`config.mk`:
```
export PLATFORM = sky130hd
export DESIGN_NAME = countdown_timer_bcd
export DESIGN_NICKNAME = d
export VERILOG_FILES = /design/src/rtl/countdown_timer_bcd.sv
export SDC_FILE = /design/constraint.sdc
export NUM_CORES = 1
export LEC_CHECK = 0
export BUFFER_PORTS_ARGS = -buffer_cell sky130_fd_sc_hd__buf_2
export CAP_MARGIN = 5
export CORE_ASPECT_RATIO = 1.1
export CORE_UTILIZATION = 40
export DETAILED_ROUTE_END_ITERATION = 16
export GPL_ROUTABILITY_DRIVEN = 0
export PLACE_DENSITY_LB_ADDON = 0.15
export REMOVE_ABC_BUFFERS = 1
export SYNTH_ARGS = -nofsm -noshare
export SYNTH_HDL_FRONTEND = slang
export SYNTH_SLANG_ARGS = --single-unit
```
`constraint.sdc`:
```
create_clock -name CLK -period 2.5 [get_ports CLK]
set_input_delay 0.625 -clock CLK [delete_from_list [all_inputs] [get_ports CLK]]
set_output_delay 0.625 -clock CLK [all_outputs]
set_load 0.02 [all_outputs]
```
`src/rtl/countdown_timer_bcd.sv`:
```
// rtl/countdown_timer_bcd.sv - BCD countdown timer with start/pause/clear/load control and patterned expiry buzzer
// Optional build macro: TIMER_ALARM_LATCH_EN (buzzer keeps sounding until clear or start).
module countdown_timer_bcd #(
    parameter int          CLK_HZ     = 50_000_000,
    parameter int          DIGITS     = 2,
    parameter logic [15:0] PRESET     = 16'h0030,
    parameter int          BUZZ_HALF  = 12_500_000,
    parameter int          BUZZ_BEEPS = 3
) (
    input  logic                  CLK,
    input  logic                  RSTn,
    input  logic                  start,
    input  logic                  pause,
    input  logic                  clear,
    input  logic                  load,
    input  logic [4*DIGITS-1:0]   load_val,
    output logic [4*DIGITS-1:0]   bcd_out,
    output logic                  running,
    output logic                  expired,
    output logic                  buzzer,
    output logic                  tick
);
    localparam int W  = 4 * DIGITS;
    localparam int PW = (CLK_HZ > 1) ? $clog2(CLK_HZ) : 1;
    localparam int BW = (BUZZ_HALF > 1) ? $clog2(BUZZ_HALF) : 1;
    localparam logic [W-1:0]  PRESET_V = PRESET[W-1:0];
    localparam logic [PW-1:0] P_TERM   = PW'(CLK_HZ - 1);
    localparam logic [BW-1:0] B_TERM   = BW'(BUZZ_HALF - 1);
    localparam logic [3:0]    BEEP_END = 4'(BUZZ_BEEPS - 1);

    typedef enum logic [2:0] {S_IDLE, S_RUN, S_PAUSE, S_BUZZ, S_DONE} state_t;

    state_t         state;
    logic [PW-1:0]  presc;
    logic [BW-1:0]  buzz_cnt;
    logic [3:0]     beep_cnt;
    logic [W-1:0]   reload;
    logic [W-1:0]   bcd_next;

    // Ripple-borrow BCD decrement: a zero digit wraps to 9 and keeps borrowing.
    function automatic logic [W-1:0] bcd_dec(input logic [W-1:0] v);
        logic [W-1:0] r;
        logic         borrow;
        r      = v;
        borrow = 1'b1;
        for (int i = 0; i < DIGITS; i++) begin
            if (borrow) begin
                if (v[4*i +: 4] == 4'd0) begin
                    r[4*i +: 4] = 4'd9;
                end else begin
                    r[4*i +: 4] = v[4*i +: 4] - 4'd1;
                    borrow      = 1'b0;
                end
            end
        end
        return r;
    endfunction

    assign bcd_next = bcd_dec(bcd_out);
    assign running  = (state == S_RUN);
    assign expired  = (state == S_BUZZ) || (state == S_DONE);

    always_ff @(posedge CLK or negedge RSTn) begin
        if (!RSTn) begin
            state    <= S_IDLE;
            bcd_out  <= PRESET_V;
            reload   <= PRESET_V;
            presc    <= '0;
            buzz_cnt <= '0;
            beep_cnt <= '0;
            buzzer   <= 1'b0;
            tick     <= 1'b0;
        end else begin
            tick <= 1'b0;
            if (clear) begin
                state    <= S_IDLE;
                bcd_out  <= PRESET_V;
                reload   <= PRESET_V;
                presc    <= '0;
                buzz_cnt <= '0;
                beep_cnt <= '0;
                buzzer   <= 1'b0;
            end else begin
                case (state)
                    S_IDLE: begin
                        if (load) begin
                            bcd_out <= load_val;
                            reload  <= load_val;
                        end else if (start) begin
                            presc <= '0;
                            if (bcd_out == '0) begin
                                state    <= S_BUZZ;
                                buzzer   <= 1'b1;
                                buzz_cnt <= '0;
                                beep_cnt <= '0;
                            end else begin
                                state <= S_RUN;
                            end
                        end
                    end
                    S_RUN: begin
                        // start outranks pause, so a coincident pair keeps counting
                        if (pause && !start) begin
                            state <= S_PAUSE;
                        end else if (presc == P_TERM) begin
                            presc   <= '0;
                            tick    <= 1'b1;
                            bcd_out <= bcd_next;
                            if (bcd_next == '0) begin
                                state    <= S_BUZZ;
                                buzzer   <= 1'b1;
                                buzz_cnt <= '0;
                                beep_cnt <= '0;
                            end
                        end else begin
                            presc <= presc + 1'b1;
                        end
                    end
                    S_PAUSE: begin
                        if (load) begin
                            bcd_out <= load_val;
                            reload  <= load_val;
                            presc   <= '0;
                        end else if (start) begin
                            state <= S_RUN;
                        end
                    end
                    S_BUZZ: begin
`ifdef TIMER_ALARM_LATCH_EN
                        if (start) begin
                            state    <= S_RUN;
                            bcd_out  <= reload;
                            presc    <= '0;
                            buzzer   <= 1'b0;
                            buzz_cnt <= '0;
                        end else if (buzz_cnt == B_TERM) begin
                            buzz_cnt <= '0;
                            buzzer   <= ~buzzer;
                        end else begin
                            buzz_cnt <= buzz_cnt + 1'b1;
                        end
`else
                        if (buzz_cnt == B_TERM) begin
                            buzz_cnt <= '0;
                            if (buzzer) begin
                                buzzer <= 1'b0;
                            end else if (beep_cnt == BEEP_END) begin
                                state <= S_DONE;
                            end else begin
                                buzzer   <= 1'b1;
                                beep_cnt <= beep_cnt + 1'b1;
                            end
                        end else begin
                            buzz_cnt <= buzz_cnt + 1'b1;
                        end
`endif
                    end
                    S_DONE: begin
                        if (load) begin
                            bcd_out <= load_val;
                            reload  <= load_val;
                        end else if (start) begin
                            state   <= S_RUN;
                            bcd_out <= reload;
                            presc   <= '0;
                        end
                    end
                    default: state <= S_IDLE;
                endcase
            end
        end
    end
endmodule

```
# Word level (Yosys, flattened, before mapping)
# Index checks and enable logic that the tools add are counted.
dict set report op_classes {
  add_sub_neg 5
  n_eq_ne 26
  muxes 68
  reduce_logical 24
}
# cell n
set ops {}
lappend ops {{$mux W24} 8}
lappend ops {{$mux W26} 6}
lappend ops {{$pmux W26 S3} 1}
lappend ops {{$pmux W24 S3} 1}
lappend ops {{$mux W8} 8}
lappend ops {{$mux W4} 13}
lappend ops {{$mux W3} 11}
lappend ops {{$ne A3 B3 Y1 const B} 9}
lappend ops {{$add A26 B1 Y26 const B} 1}
lappend ops {{$eq A26 B26 Y1 const B} 1}
lappend ops {{$add A24 B1 Y24 const B} 1}
lappend ops {{$eq A24 B24 Y1 const B} 1}
lappend ops {{$pmux W8 S3} 1}
lappend ops {{$logic_not A8 Y1} 2}
lappend ops {{$mux W1} 15}
lappend ops {{$ne A3 B2 Y1 const B} 4}
lappend ops {{$pmux W3 S4} 1}
lappend ops {{$pmux W4 S3} 1}
lappend ops {{$reduce_bool A4 Y1} 3}
lappend ops {{$reduce_and A10 Y1} 1}
lappend ops {{$reduce_and A5 Y1} 2}
lappend ops {{$ne A3 B1 Y1 const B} 3}
lappend ops {{$reduce_and A9 Y1} 1}
lappend ops {{$logic_not A4 Y1} 2}
lappend ops {{other kinds (20)} 26}
dict set report totals {
  ff_bits 75
  input_bits 14
  wordCells 131
}

# Depth between registers and ports, before layout
# Gate-level depths: netlist of the first run.
dict set report depth {
  depth_word 9
  depth_mapped 8
  depth_no_buf 7
}

# Worst setup path before layout of the first run
# OpenSTA, ideal clock, no wires.
dict set report synth_path {
  kind {in2reg}
  startpoint {in clear}
  endpoint {reg buzz_cnt[17]}
  setup_ns 0.078
  arrival_ns 2.205
  setup_slack_ns 0.217
  cell_stages 6
  n_path_buf 1
  path_cell_list {clkbuf_1 > or2_2 > o221ai_1 > or4b_2 > or3_1 > a21oi_1}
}
dict set report synth_between {
  elab_chain_len 2
}
# item line
set synth_lines {}
lappend synth_lines {{start, declared} 14} ;# input logic clear,
lappend synth_lines {{$ne A3 B3 Y1 (no source line) (tied with other cells)} --}
lappend synth_lines {{$reduce_and A7 Y1 (no source line)} --}
lappend synth_lines {{end signal, assigned} 154} ;# buzz_cnt <= buzz_cnt + 1'b1;
lappend synth_lines {{end, declared} 35} ;# logic [BW-1:0] buzz_cnt;
# Parallel ways exist; a longest one is shown, timed or not.
# A chain may end at the register's enable or synchronous reset.

# Final worst setup path of the first run
dict set report layout_path {
  startpoint {reg presc[11]}
  endpoint {reg buzz_cnt[19]}
}
dict set report layout_between {
  elab_chain_len 3
}
# item line
set layout_lines {}
lappend layout_lines {{start, declared} 34} ;# logic [PW-1:0] presc;
lappend layout_lines {{start signal, assigned} 116} ;# presc <= presc + 1'b1;
lappend layout_lines {{$eq A26 B26 Y1} 105} ;# end else if (presc == P_TERM) begin
lappend layout_lines {{$ne A3 B2 Y1 (no source line)} --}
lappend layout_lines {{$reduce_and A7 Y1 (no source line)} --}
# Every way passes these cells.

==> results of run 1 <==
-- cells by family (layout without fill, tap and decap cells) --
family | Yosys count | in the layout
and+or+nand+nor | 243 | 243
AOI/OAI and AO/OA | 167 | 167
DFF | 75 | 75
buffers and inverters | 47 | 109
muxes | 8 | 8
adders and majority gates | 4 | 4
xor gates and xnor gates | 2 | 2
-- per-layer routing --
metal / vias up / GRT usage [%]
met1: 2153 / 30.11
met3: 24 / 3.487
li1: 2216 / -
met4: 0 / 11.39
met5: - / 0
met2: 111 / 36.36
-- registers in the layout, indices dropped and copies added, names as in the netlist --
name and flops:
reload 8, presc 26, beep_cnt 4, tick 1, state 3, bcd_out 8
buzz_cnt 24, buzzer 1
-- worst max-delay path, delay by kind of cell (launching register included) --
family	cells	cell delay, ns
buffers and inverters	1	0.20
AOI/OAI and AO/OA	2	0.33
DFF	1	0.38
and+or+nand+nor	3	1.40
-- per-stage QoR --
stage	hold slack (ns)	util [%]
finish	0.2538	48.77
global route	0.2932	48.77
CTS	0.2686	48.64
detailed placement	0.4801	46.20
global placement	0.4705	46.20
floorplan	0.3294	-
-- area by class of cell --
type,count,area [um^2],area share [%]
tap,150,187.7,3.349
clock buffer,13,240.2,4.287
sequential,75,1882,33.58
clock inverter,3,40.04,0.7144
timing repair buffer,77,530.5,9.466
multi-input combinational,424,2664,47.53
inverter,16,60.06,1.072
-- where the power goes --
group	internal (mW)	switching [mW]	leakage [nW]
combinational	0.201	0.305	1.07
clock	0.771	0.501	0.138
sequential	1.27	0.0643	1.02
-- path summary, 6_finish.rpt --
| kind | to | slack (ns) |
|---|---|---|
| max | buzz_cnt[19] | 0.11 |
| min | presc[18] | 0.25 |
| max reg2reg | buzz_cnt[19] | 0.11 |
| min reg2reg | presc[6] | 0.50 |
| max in group asynchronous | reload[4] | 1.58 |
| min in group CLK | presc[6] | 0.50 |
-- layout by cell type, fill, tap and decap left out, types with 6 or more instances in the layout --
| cell type | netlist | routed |
|---|---|---|
| nor2_1 | 37 | 36 |
| or3_1 | 17 | 17 |
| o22ai_1 | 8 | 8 |
| clkbuf_16 | 0 | 9 |
| o21ai_0 | 26 | 26 |
| mux2i_1 | 6 | 6 |
| a31oi_1 | 6 | 6 |
| or4_1 | 16 | 16 |
| nand2_1 | 41 | 41 |
| a211o_1 | 6 | 6 |
| nand3_1 | 34 | 34 |
| nand4_1 | 17 | 17 |
| a21oi_1 | 56 | 55 |
| and2_1 | 7 | 7 |
| a211oi_1 | 11 | 11 |
| buf_2 | 10 | 24 |
| nand2b_1 | 12 | 12 |
| o31ai_1 | 22 | 22 |
| and3_1 | 9 | 9 |
| buf_4 | 0 | 52 |
| dfrtp_1 | 71 | 71 |
| nor3_1 | 9 | 9 |
| inv_1 | 16 | 16 |
==> summary.md, run 1 <==
| Metric | Value |
|---|---|
| Core area | `11490 um^2` |
| Dpl hpwl | `9197 um` |
| Worst slack, placed | `-0.04485 ns` |
| Post-CTS setup buffer count | `0` |
| Most frequent cell after synthesis | `dfrtp_1` |
| Worst setup margin | `0.1082 ns` |
| Global-route wire length before repair | `21830 um` |
| Initial drt markers | `207` |
| Crit share post-route | `95.67%` |
| Post-Synth Simple-Gate Area | `29.59%` |
| Seq/Total Area, Yosys | `39.84%` |
| Synthesis-to-layout area growth | `18.65%` |
| Initial antenna violation count | `0` |
| Critical-path top delay cell | `or4_4` |
| Finish-stage setup viols | `0` |
| Arr. time, crit path | `2.65 ns` |
| CP Max Fanout | `10` |
| Ant. Diodes | `0` |
| Post-synthesis adder-cell area fraction | `1.060%` |
| Leak pwr | `2.228 nW` |
| Post-Synthesis Cells | `546` |
| Yosys top cell by area | `dfrtp_1` |
| Hold Buf Count CTS | `0` |
| Crit path from | `presc[11]` |
| Rel. slew slack | `58.28%` |
| Warnings from Yosys | `0` |
| Ys async rst share | `100.0%` |
| Clk sinks | `75` |
| Clock-pin slew on the worst setup and hold paths | `0.06 ns` |
| Fin. max-slew vios | `0` |
| Wirelength per Cell | `16.93 um` |
| Die area | `12250 um^2` |
| Setup TNS | `0 ns` |
| Power, Total | `3.108 mW` |
| Critical path, cell by cell | `or4_4 > nor4_4 > a31oi_4 > buf_4 > or4_1 > a21oi_1` |
| Reg2Reg Depth | `6` |
| DR top layer | `met4` |
| Skew-Pair Late Insertion Delay | `0.35 ns` |
| Drt pass-1 iters | `5` |
| Synth Area in XOR/XNOR | `0.3709%` |
| EDFF count, synth | `0` |
| WL final | `12840 um` |
| Top cell type's share of synthesized area | `37.62%` |
| Distinct cells, synth | `65` |
| Input/output buffers | `25` |
| Via Count | `4504` |
| Unrepaired setup endpoints after global routing | `no` |
| Mux share of post-synthesis cell area | `1.748%` |
| MaxCap Viol Count | `0` |
| Placed Cells | `742` |
| Peak VDD IR | `302.9 uV` |
| Die W | `105.6 um` |
| Synth Area in Compound Gates | `23.23%` |
| Number of CTS-inserted buffers | `9` |
| Vias/cell | `5.942` |
| Nets@finish | `621` |
| Routed length on met2 | `6008 um` |
| Setup Skew | `0.009227 ns` |
| Grt ovf | `0` |
| Placed Area | `5309 um^2` |
| Post-route cell area | `5604 um^2` |
| Final Hold Fails | `0` |
| CTS Buffer Depth | `2` |
| CP endpoint kind | `flop` |
| Largest family of logic cells by synthesized area | `simple AND/OR/NAND/NOR gates` |
| Slew @ Worst Pin | `0.6251 ns` |
| Die height | `116.0 um` |
| Synthesized area | `4723 um^2` |
| I/O pin count | `26` |
| Post-Layout Cell Count | `758` |
| Commonest cells post-synth | `dfrtp_1, a21oi_1, nand2_1` |
| Cts repair resizes | `0` |
| Yosys reg bits | `75` |
| P per Cell Area | `554.6 nW/um^2` |
| Avg Inst Size Synth | `8.651 um^2` |
| Vias in the first global route | `4362` |
| Row Count | `41` |
| Post-route ant nets | `0` |
| Met1 WL | `6001 um` |
| Max frequency | `418.1 MHz` |
| Share of post-route cells with drive strength above 1 | `18.42%` |
| DR WL met3 | `466 um` |
| FF-to-FF Start | `presc[11]` |
| Synth area leaders | `dfrtp_1, a21oi_1, nand3_1, o31ai_1, nand2_1` |
| # H-tree levels | `3` |
| Setup CP Type | `reg2reg` |
| Primary FF master, synth | `dfrtp_1` |
| Largest net degree at the start of global routing | `40` |
| Largest stage delay, worst path | `0.58 ns` |
| GR Util All Layers | `22.70%` |
| Final min period | `2.392 ns` |
| CTS root buf | `clkbuf_16` |
| Outcome | `finished clean` |
| Hold Crit Class | `in2async` |
| CP required | `2.76 ns` |
| Starting Density | `41.10%` |
| # DRC | `0` |
| Filler cells | `1141` |
| TritonCTS clock tree | `built` |
| Startpoint Class | `flop` |
Power figures use the tool's default switching activity.
==> run 2, diff against run 1 <==
==> constraint.sdc (replaced) <==
create_clock -name CLK -period 2.3 [get_ports CLK]
set_input_delay 0.575 -clock CLK [delete_from_list [all_inputs] [get_ports CLK]]
set_output_delay 0.575 -clock CLK [all_outputs]
set_load 0.02 [all_outputs]
==> run 2 against run 1 <==
Final cell count is 3.3% higher. Register-to-register slack got worse by 0.10 ns. Combinational power rose by 20%. Final area is 5.4% higher. Sequential share of layout area fell by 1.7 points. Non-clock buffer count is 25 higher. Largest power group is now clock.
==> summary.md, run 2 (same netlist as run 1, synthesis figures left out) <==
| Metric | Value |
|---|---|
| Outcome | `finished clean` |
| Top reg by flops | `presc` |
| Critical-path top delay cell | `or4_4` |
| Row Count | `41` |
| Worst slack, placed | `-0.1867 ns` |
| Slew @ Worst Pin | `0.5341 ns` |
| Hold WS | `0.2082 ns` |
| Core area | `11490 um^2` |
| Most frequent cells in the layout | `buf_4, dfrtp_1, a21oi_1, nand2_1, nor2_1` |
| CP endpoint kind | `flop` |
| Final Hold Fails | `0` |
| Vias/cell | `5.885` |
| Leak pwr | `2.382 nW` |
| CP required | `2.58 ns` |
| Die height | `116.0 um` |
| CTS root buf | `clkbuf_16` |
| CTS Buffer Depth | `2` |
| Largest register FFs | `26` |
| Largest net degree at the start of global routing | `39` |
| Clk sinks | `75` |
| Nets@finish | `646` |
| MaxCap Viol Count | `0` |
| Power, Total | `3.503 mW` |
| Setup CP Type | `reg2reg` |
| Largest stage delay, worst path | `0.58 ns` |
| Drt pass-1 iters | `7` |
| Post-Layout Cell Count | `783` |
| Setup Skew | `0.008056 ns` |
| Initial antenna violation count | `0` |
| Startpoint Class | `flop` |
| Max frequency | `435.9 MHz` |
| Crit share post-route | `99.74%` |
| Largest regs | `presc x26, buzz_cnt x24` |
| Worst setup margin | `0.005884 ns` |
| Arr. time, crit path | `2.57 ns` |
| Hold Crit Class | `in2async` |
| Number of CTS-inserted buffers | `9` |
| Peak VDD IR | `423.4 uV` |
| Most common cell after layout, fill and taps aside | `buf_4` |
| Total internal power | `2.501 mW` |
| Initial drt markers | `278` |
| Dpl hpwl | `9545 um` |
| Global-route wire length before repair | `21860 um` |
| Logic pwr share | `17.4%` |
| GR Util All Layers | `22.79%` |
| Clk pwr share | `41.4%` |
| P per Cell Area | `592.9 nW/um^2` |
| WL final | `13140 um` |
| CP Max Fanout | `16` |
| I/O pin count | `26` |
| Vias in the first global route | `4297` |
| # H-tree levels | `3` |
| Die area | `12250 um^2` |
| Synthesis-to-layout area growth | `25.11%` |
| Post-route ant nets | `0` |
| Clock-pin slew on the worst setup and hold paths | `0.06 ns` |
| Starting Density | `41.10%` |
| Fin. max-slew vios | `0` |
| Placed Cells | `763` |
| Grt ovf | `0` |
| Finish-stage setup viols | `0` |
| Die W | `105.6 um` |
| Rel. slew slack | `64.39%` |
| Part of the power in registers | `41.2%` |
| Final min period | `2.294 ns` |
| P_sw | `1.003 mW` |
| TritonCTS clock tree | `built` |
| Critical path, cell by cell | `or4_4 > nor4_4 > a31oi_4 > buf_12 > or4_1 > a21oi_2` |
| Input/output buffers | `25` |
| Via Count | `4608` |
| Sw frac | `28.62%` |
| Ant. Diodes | `0` |
| # DRC | `0` |
| Share of post-route cells with drive strength above 1 | `24.01%` |
| Unrepaired setup endpoints after global routing | `yes` |
| Fin util | `51.43%` |
| Skew-Pair Late Insertion Delay | `0.35 ns` |
| Wirelength per Cell | `16.78 um` |
| Filler cells | `1112` |
-- run 2: worst max-delay path, delay by kind of cell (launching register included) --
family | cells | cell delay, ns
compound gates | 2 | 0.35
buf+inv | 1 | 0.19
flops | 1 | 0.38
simple gates | 3 | 1.30
-- run 2: routing by layer --
layer	up-vias	part of all wire [%]	GRT usage, %
met5	-	0	0
li1	2257	-	-
met4	0	1.6	7.685
met1	2232	47	31.56
met2	101	47	35.88
met3	18	3.7	4.556
-- run 2: power groups by stage --
stage | sequential, mW | combinational (mW) | clock [mW]
final | 1.44 | 0.609 | 1.45
after global routing | 1.45 | 0.675 | 1.52
after CTS | 1.44 | 0.593 | 1.47
after detailed placement | 1.46 | 0.585 | 0
after global placement | 1.46 | 0.577 | 0
after floorplan | 1.49 | 0.269 | 0
-- run 2: final timing paths --
path / start / end / slack (ns) / cells after the start
setup / recovery: presc[11] / buzz_cnt[23] / 0.006 / 6
hold / removal: RSTn / buzzer / 0.21 / 1
setup reg to reg: presc[11] / buzz_cnt[23] / 0.006 / 6
hold reg to reg: presc[6] / presc[6] / 0.50 / 1
max in group asynchronous: RSTn / reload[5] / 1.47 / 2
min in group CLK: presc[6] / presc[6] / 0.50 / 1
-- run 2: repair_timing --
action                                 in CTS  in global routing
setup endpoints to repair                  26                 35
buffers inserted                            0                  4
hold buffers                                0                  0
resized for setup                           4                 15
pin swaps                                   4                  4
endpoints found under the hold margin       0                  0
-- run 2: cell type report --
class / count / area (um^2) / share of cell area [%]
multi-input combinational: 424 / 2739 / 46.35
sequential: 75 / 1883 / 31.87
clock inverter: 4 / 50.05 / 0.8469
clock buffer: 12 / 246.5 / 4.171
inverter: 16 / 60.06 / 1.016
timing repair buffer: 102 / 743.2 / 12.58
tap: 150 / 187.7 / 3.176
-- run 2: per-stage QoR --
step / cell area, um^2 / TNS, ns
after detailed placement: 5492 / -3.175
after global routing: 5909 / -0.3778
final: 5909 / 0
after CTS: 5809 / -0.007250
after floorplan: 4587 / -4.930
after global placement: 5492 / -1.747
